$ cat config.mk
export PLATFORM = sky130hd
export DESIGN_NAME = seg7_readback_decoder
export DESIGN_NICKNAME = d
export VERILOG_FILES = /design/src/rtl/seg7_pkg.sv /design/src/rtl/seg7_classify.sv /design/src/rtl/seg7_readback_decoder.sv
export SDC_FILE = /design/constraint.sdc
export NUM_CORES = 1
export LEC_CHECK = 0
export BUFFER_PORTS_ARGS = -buffer_cell sky130_fd_sc_hd__buf_2
export CAP_MARGIN = 30
export CORE_MARGIN = 3
export CORE_UTILIZATION = 50
export CTS_BUF_LIST = sky130_fd_sc_hd__clkbuf_8
export CTS_CLUSTER_DIAMETER = 150
export DETAILED_ROUTE_END_ITERATION = 10
export GPL_TIMING_DRIVEN = 0
export HOLD_SLACK_MARGIN = 0.02
export PLACE_DENSITY_LB_ADDON = 0.1
export SYNTH_ARGS = -nofsm -noshare
export SYNTH_HDL_FRONTEND = slang
export SYNTH_SLANG_ARGS = --single-unit
$ cat constraint.sdc
create_clock -name clk -period 2.85 [get_ports clk]
set_input_delay 0.57 -clock clk [delete_from_list [all_inputs] [get_ports clk]]
set_output_delay 0.57 -clock clk [all_outputs]
set_load 0.005 [all_outputs]
$ cat src/rtl/seg7_pkg.sv
// rtl/seg7_pkg.sv - shared constants for the 7-segment readback decoder
// Contents: digit pattern table (gfedcba, index = digit code), blank pattern,
//           default stability threshold.
package seg7_pkg;

  // Default number of consecutive identical samples before a pattern is accepted.
  localparam int STABLE_CYCLES_DEFAULT = 4;

  // Segment patterns for codes 7..0 (packed, so element [i] is the pattern for code i).
  localparam logic [7:0][6:0] DIGIT_PATTERNS = {
    7'b0000111,   // 7
    7'b1111101,   // 6
    7'b1101101,   // 5
    7'b1100110,   // 4
    7'b1001111,   // 3
    7'b1011011,   // 2
    7'b0000110,   // 1
    7'b0111111    // 0
  };

  // Blank reading: all segments off, qualified by none=1.
  localparam logic [6:0] BLANK_PATTERN = 7'b0000000;

endpackage

$ cat src/rtl/seg7_classify.sv
// rtl/seg7_classify.sv - combinational classifier for a sampled 7-segment pattern
// Ports:
//   none      in  1  "no data" indicator
//   segments  in  7  pattern, gfedcba (bit 0 = a)
//   code      out 3  digit index 0..7, 0 for blank or illegal
//   legal     out 1  pattern is one of the eight digits (none=0) or the blank
//   blank     out 1  pattern is the blank reading
module seg7_classify
  import seg7_pkg::*;
(
  input  logic       none,
  input  logic [6:0] segments,
  output logic [2:0] code,
  output logic       legal,
  output logic       blank
);

  always_comb begin
    code  = 3'd0;
    legal = 1'b0;
    blank = 1'b0;
    if (none) begin
      // With none set, only the all-off pattern is meaningful.
      if (segments == BLANK_PATTERN) begin
        legal = 1'b1;
        blank = 1'b1;
      end
    end else begin
      for (int i = 0; i < 8; i++) begin
        if (segments == DIGIT_PATTERNS[i]) begin
          legal = 1'b1;
          code  = 3'(i);
        end
      end
    end
  end

endmodule

$ cat src/rtl/seg7_readback_decoder.sv
// rtl/seg7_readback_decoder.sv - debounced 7-segment readback decoder with valid/ready output
// Ports:
//   clk, rst       clock, synchronous active-high reset
//   segments, none sampled display pattern (gfedcba) and "no data" indicator
//   out_valid/out_ready  handshake for a decoded reading
//   out_code, out_onehot, out_blank  decoded reading, held while out_valid
//   err_pulse      one-cycle pulse per accepted illegal pattern
//   err_count      saturating count of accepted illegal patterns
//   overrun        sticky: a new legal reading was dropped while one was pending
module seg7_readback_decoder
  import seg7_pkg::*;
#(
  parameter int STABLE_CYCLES = STABLE_CYCLES_DEFAULT
) (
  input  logic       clk,
  input  logic       rst,
  input  logic [6:0] segments,
  input  logic       none,
  output logic       out_valid,
  input  logic       out_ready,
  output logic [2:0] out_code,
  output logic [7:0] out_onehot,
  output logic       out_blank,
  output logic       err_pulse,
  output logic [7:0] err_count,
  output logic       overrun
);

  localparam logic [3:0] STABLE_CNT = 4'(STABLE_CYCLES);

  logic [7:0] sample;
  logic [7:0] s_q;
  logic [3:0] cnt;
  logic [3:0] cnt_next;
  logic       changed;
  logic       accept;
  logic       accept_q;

  logic [7:0] last_q;
  logic       last_vld;

  logic [2:0] cls_code;
  logic       cls_legal;
  logic       cls_blank;
  logic [7:0] cls_onehot;
  logic       new_reading;
  logic       load;
  logic       drop;
  logic       handshake;

  assign sample = {none, segments};

  // Classification runs on s_q: the edge after acceptance, s_q still holds
  // the accepted pattern even if the input has already moved on.
  seg7_classify u_classify (
    .none     (s_q[7]),
    .segments (s_q[6:0]),
    .code     (cls_code),
    .legal    (cls_legal),
    .blank    (cls_blank)
  );

  always_comb begin
    changed  = (sample != s_q);
    cnt_next = cnt;
    if (changed) begin
      cnt_next = 4'd1;
    end else if (cnt >= STABLE_CNT) begin
      cnt_next = STABLE_CNT;
    end else begin
      cnt_next = cnt + 4'd1;
    end
    // Fire only on the step into the threshold; a held pattern sits at the
    // saturated value and never re-fires. The 'changed' term covers a
    // threshold of 1, where a fresh pattern reloads the same value.
    accept = (cnt_next == STABLE_CNT) && (changed || (cnt != STABLE_CNT));
  end

  always_comb begin
    cls_onehot  = cls_blank ? 8'h00 : (8'h01 << cls_code);
    new_reading = accept_q && cls_legal && (!last_vld || (last_q != s_q));
    handshake   = out_valid && out_ready;
    load        = new_reading && (!out_valid || out_ready);
    drop        = new_reading && out_valid && !out_ready;
  end

  always_ff @(posedge clk) begin
    if (rst) begin
      s_q        <= 8'h00;
      cnt        <= 4'd0;
      accept_q   <= 1'b0;
      last_q     <= 8'h00;
      last_vld   <= 1'b0;
      out_valid  <= 1'b0;
      out_code   <= 3'd0;
      out_onehot <= 8'h00;
      out_blank  <= 1'b0;
      err_pulse  <= 1'b0;
      err_count  <= 8'h00;
      overrun    <= 1'b0;
    end else begin
      s_q      <= sample;
      cnt      <= cnt_next;
      accept_q <= accept;

      err_pulse <= accept_q && !cls_legal;
      if (accept_q && !cls_legal && (err_count != 8'hFF)) begin
        err_count <= err_count + 8'd1;
      end

      if (drop) begin
        overrun <= 1'b1;
      end

      if (load) begin
        out_valid  <= 1'b1;
        out_code   <= cls_code;
        out_onehot <= cls_onehot;
        out_blank  <= cls_blank;
        last_q     <= s_q;
        last_vld   <= 1'b1;
      end else if (handshake) begin
        out_valid  <= 1'b0;
        out_code   <= 3'd0;
        out_onehot <= 8'h00;
        out_blank  <= 1'b0;
      end
    end
  end

endmodule

# --- Word level (Yosys, flattened, before mapping) ---
# Index checks and enable logic that the tools add are counted.
op_classes:
  n_addsub: 2
  n_lt_le_gt_ge: 1
  n_eq_ne: 13
  shifts: 1
  mux: 29
  reduce_logical: 18
ops:
  columns: ["operator", "n"]
  rows:
  - ["7-bit equality test (second input constant)", 5]
  - ["8-bit two-way mux", 3]
  - ["3-bit two-way mux", 7]
  - ["8-bit inequality test", 2]
  - ["1-bit two-way mux", 15]
  - ["7-bit by 3-bit equality test with 1-bit output (second input constant)", 2]
  - ["1-bit logical AND", 9]
  - ["8-bit by 1-bit adder with 8-bit output (second input constant)", 1]
  - ["4-bit two-way mux", 2]
  - ["8-bit inequality test (second input constant)", 1]
  - ["1-bit by 3-bit << shifter with 8-bit output (first input constant)", 1]
  - ["7-bit by 6-bit equality test with 1-bit output (second input constant)", 1]
  - ["7-bit logical NOT", 1]
  - ["4-bit by 1-bit adder with 4-bit output (second input constant)", 1]
  - ["4-bit by 3-bit equality test with 1-bit output (second input constant)", 1]
  - ["4-bit by 3-bit >= comparator with 1-bit output (second input constant)", 1]
  - ["1-bit logical NOT", 4]
  - ["2-bit two-way mux", 2]
  - ["4-bit by 3-bit inequality test with 1-bit output (second input constant)", 1]
  - ["1-bit logical OR", 3]
  - ["2-bit nonzero test", 1]
word_totals:
  ff_bits: 45
  word_cells: 76

# --- Depth between registers and ports, before layout ---
logic_depth:
  word_depth: 14
  depth_mapped: 8
  ltp_nobuf: 7

# --- Cells and area by module ---
# A second synthesis with hierarchy kept.
hier_totals:
  hier_cells: 271
  area_unflattened_um2: 2356.0
by_module_without_submodules:
  columns: ["module", "n_inst", "cells_each", "area_each_um2", "seq_area_each_um2"]
  rows:
  - ["seg7_readback_decoder", 1, 242, 2147.1, 900.9]
  - ["seg7_classify", 1, 29, 209.0, 0.0]

# --- Least setup slack after synthesis ---
# Ideal clock, no wire load.
synth_path:
  path_type: "flip-flop to flip-flop"
  start: "reg s_q[1]"
  end: "reg out_code[0]"
  setup_time_ns: 0.117
  arrival_time_ns: 1.964
  setup_slack_ns: 0.770
  path_stages_with_launch: 9
  cell_sequence: "dfxtp_1 > buf_4 > nor3_2 > a22oi_1 > o311a_4 > or3_4 > o21a_1 > buf_6 > a22o_1"
synth_between:
  elab_chain_len: 14
  word_cells_on_any_way: 34
synth_lines:
  columns: ["element", "line_no", "text"]
  rows:
  - ["from (decl)", "seg7_readback_decoder.sv:32", "logic [7:0] s_q;"]
  - ["from (signal assigned)", "seg7_readback_decoder.sv:102", "s_q <= sample;"]
  - ["7-bit by 6-bit equality test with 1-bit output", "seg7_classify.sv:30", "if (segments == DIGIT_PATTERNS[i]) begin"]
  - ["1-bit two-way mux (8 in a row)", "seg7_classify.sv:30", null]
  - ["1-bit two-way mux", "seg7_classify.sv:22", "if (none) begin"]
  - ["1-bit logical AND (2 in a row)", "seg7_readback_decoder.sv:81", "new_reading = accept_q && cls_legal && (!last_vld || (last_q != s_q));"]
  - ["1-bit logical AND", "seg7_readback_decoder.sv:83", "load = new_reading && (!out_valid || out_ready);"]
  - ["3-bit two-way mux or 2-bit nonzero test (tied branches)", null, null]
  - ["to (signal assigned)", "seg7_readback_decoder.sv:117", "out_code <= cls_code;"]
  - ["to (decl)", "seg7_readback_decoder.sv:21", "output logic [2:0] out_code,"]
# Several ways; a longest one is shown, not always the timed one.
# A chain may end at the register's enable or synchronous reset.

# --- Worst setup path after layout ---
layout_path:
  start: "reg s_q[3]"
  end: "reg out_onehot[5]"
layout_between:
  elab_chain_len: 14
  word_cells_on_any_way: 37
layout_lines:
  columns: ["element", "line_no", "text"]
  rows:
  - ["7-bit by 6-bit equality test with 1-bit output", "seg7_classify.sv:30", null]
  - ["1-bit two-way mux (8 in a row)", "seg7_classify.sv:30", null]
  - ["1-bit two-way mux", "seg7_classify.sv:22", null]
  - ["1-bit logical AND (2 in a row)", "seg7_readback_decoder.sv:81", null]
  - ["1-bit logical AND", "seg7_readback_decoder.sv:83", null]
  - ["8-bit two-way mux or 2-bit nonzero test (tied branches)", null, null]
  - ["to (signal assigned)", "seg7_readback_decoder.sv:118", "out_onehot <= cls_onehot;"]
  - ["to (decl)", "seg7_readback_decoder.sv:22", "output logic [7:0] out_onehot,"]
# Several ways; a longest one is shown, not always the timed one.

==> flow_metrics.py <==
metrics = {
    "outcome": {
        "status": "completed",
    },
    "worst_setup_path": {
        "critPathBufInv": 2,
        "worstPathRequired_ns": 3.04,
        "worstPathArrival_ns": 2.42,
        "path_cells": "buf_6 -> nor4b_1 -> o2111ai_1 -> o311a_4 -> or3_4 -> o21a_1 -> buf_6 -> a22o_1",
        "critical-path-top-delay-family": "compound AO/OA/AOI/OAI gates",
        "end_kind": "register",
        "critical_path_class": "reg -> reg",
        "cp_max_fo": 10,
        "reg2reg_slack_ns": 0.62,
        "cpPeakStageDelay_ns": 0.38,
        "critPathSlowestCell": "or3_4",
        "cp-start-kind": "register",
        "crit_path_frequent_cell": "buf_6",
    },
    "power_and_ir_drop": {
        "switching_power_uw": 251.2,
        "ir_worst_vdd_v": 0.0003072,
        "pwr-share-seq": 0.589,
        "combinationalPowerShare": 0.084,
        "p_leak_nw": 0.9877,
        "internal_power_uw": 836.0,
        "finalPower_mw": 1.087,
        "power.clock.fraction": 0.327,
        "power_density_nw_per_um2": 457.8,
        "swShare": 0.2311,
    },
    "synthesis": {
        "yosysUniqueCellTypes": 52,
        "syn_avg_cell_area_um2": 9.589,
        "synth.top_cells.by_count": "dfxtp_1 (45), nor2_1 (24), xor2_1 (10)",
        "syn-cell-area_um2": 2081,
        "yosysSeqAreaShare": 0.4330,
        "synth.largest_area_cell": "dfxtp_1",
        "syn_nets": 231,
        "synth_edf_count": 0,
        "synth.area.top_cells": "dfxtp_1 (43%), mux2i_1 (4.3%), nor2_1 (4.3%), xor2_1 (4.2%), xnor2_1 (3.4%)",
        "ys.flop_type": "dfxtp_1",
        "synth_most_common_cell": "dfxtp_1",
        "netlist_instances": 217,
        "async_reset_ff_frac": 0,
        "ys_ff_latch": 45,
        "yosysTopAreaCellShare": 0.4330,
        "ys_warn_count": 0,
    },
    "final_layout": {
        "fin_cells": 303,
        "drive_gt1_frac": 0.2078,
        "final_cell_area_um2": 2375,
        "syn_to_final_growth_pct": 14.13,
        "nets": 270,
        "nFillCells": 348,
        "insertedDiodeCount": 0,
    },
    "die": {
        "num_io_pins": 34,
        "die_h_um": 70.51,
        "core_um2": 3826,
        "placementRows": 22,
        "die_area_um2": 4972,
        "die_width_um": 70.51,
        "initial_core_util": 0.5438,
    },
    "global_routing": {
        "antenna_found_initial": 0,
        "grt-ovfl-total": 0,
        "track_usage": 0.1589,
        "grt_pass1_wl_um": 6403,
        "grt_start_max_net_pins": 13,
        "grt_pass1_vias": 1397,
    },
    "job": {
        "max_cap_violations": 0,
    },
    "timing": {
        "fin_ws_ns": 0.6207,
        "max_freq_mhz": 448.6,
        "hold_viol_final": 0,
        "period_share": 0.7822,
        "drv_slew": 0,
        "rsz0062_at_grt": "no",
        "period_minus_slack_ns": 2.229,
        "tightest_slew_ns": 0.5150,
        "finClkSkew_ns": 0.003196,
        "relSlewSlack": 0.6538,
        "setup_viol": 0,
        "fin_setup_tns_ns": 0,
    },
    "cts": {
        "cts_resized": 0,
        "clock-sinks": 45,
        "cts_setup_buffers": 0,
        "clkTransAtPathRegs_ns": 0.07,
        "cts_buffer_depth": 2,
        "clk_latency_ns": 0.29,
        "cts_root_buf": "clkbuf_8",
        "htreeDepth": 2,
        "numCtsBuffers": 5,
        "ctsHoldBuffers": 0,
        "cts_tree": "built",
    },
    "place": {
        "port_buffers": 32,
        "place_ws_ns": 0.6491,
        "post-dp-hpwl_um": 2831,
        "gp_congestion": 0.7422,
        "dp.cells": 297,
        "placed_cell_area_um2": 2301,
    },
    "detailed_routing": {
        "wl_per_cell_um": 12.95,
        "routed_via_density": 5.485,
        "finalWirelength_um": 3923,
        "first_pass_iters": 4,
        "drt_iter0_markers": 48,
        "num_vias": 1662,
        "drc": 0,
        "ant_nets": 0,
    },
    "hold_path": {
        "hold_path_class": "reg -> reg",
    },
}
## placed cells by master (no fill, tap or decap), types with 2 or more instances in the layout
master     n
buf_4      2
mux2i_1    9
nand4_1    2
nor4_1     5
nand3_1    8
a21oi_1    6
a31oi_1    2
nor2b_1    8
o21ai_0    5
buf_2     36
nand2b_1   2
nor3_1     3
nand2_1    7
nor2_1    24
a32o_1     5
xor2_1    10
clkbuf_8   5
o21a_1     2
inv_1      6
and2_1     2
o31ai_1    3
a211oi_1   2
clkbuf_1   4
dfxtp_1   45
ha_1       3
a22o_1     6
nor4b_1    2
or3_1      3
and3_1     3
xnor2_1    8
buf_6      4
## final cells by class
cell class	count	area, um^2	share of cell area
buffer	14	95.09	0.04004
clock buffer	5	68.82	0.02898
clock inverter	1	5.005	0.002107
inverter	6	22.52	0.009484
multi-input combinational	152	1062	0.4473
sequential	45	900.9	0.3793
tap	48	60.06	0.02529
timing repair buffer	32	160.2	0.06744
## layer usage
metal | up-vias | GRT usage | share of wire | routed length (um)
met4 | 0 | 0.05106 | 0.0097 | 38
met1 | 760 | 0.2199 | 0.50 | 1959
li1 | 861 | - | - | -
met3 | 6 | 0.04173 | 0.049 | 191
met5 | - | 0 | 0 | 0
met2 | 35 | 0.2412 | 0.44 | 1735
## sequential cells by signal, indices dropped and copies added (netlist names)
| name | count |
|---|---|
| accept_q | 1 |
| cnt | 4 |
| err_count | 8 |
| err_pulse | 1 |
| last_q | 8 |
| last_vld | 1 |
| out_blank | 1 |
| out_code | 3 |
| out_onehot | 8 |
| out_valid | 1 |
| overrun | 1 |
| s_q | 8 |
## per-stage QoR
step	hold WS [ns]	util
after CTS	0.4695	0.6207
after global routing	0.4872	0.6207
after floorplan	0.4402	-
after detailed placement	0.4511	0.6014
final	0.4651	0.6207
after global placement	0.4283	0.6014
## kinds of logic after synthesis
| group | synth area share |
|---|---|
| and+or+nand+nor | 0.2099 |
| buffers and inverters | 0.05652 |
| xor gates and xnor gates | 0.07577 |
| muxes | 0.04330 |
| adders and majority gates | 0.01804 |
| DFF | 0.4330 |
| AOI/OAI and AO/OA | 0.1618 |
| other | 0.001802 |
## tightest hold or removal path: cells and delay by family, from the launching register on
| kind | cells | cell delay (ns) |
|---|---|---|
| flops | 1 | 0.33 |
| simple gates | 1 | 0.06 |
| compound gates | 1 | 0.05 |
## power by group through the flow
stage / sequential, mW / clock, mW / combinational, mW
floorplan: 0.654 / 0 / 0.0690
global placement: 0.654 / 0 / 0.0915
detailed placement: 0.655 / 0 / 0.0915
CTS: 0.640 / 0.365 / 0.0922
global route: 0.641 / 0.390 / 0.103
finish: 0.640 / 0.356 / 0.0915
## worst paths after layout
check,endpoint,start,cells after the start
max,out_onehot[5],s_q[3],8
min,overrun,overrun,2
max reg2reg,out_onehot[5],s_q[3],8
min reg2reg,overrun,overrun,2
Power figures use the tool's default switching activity.
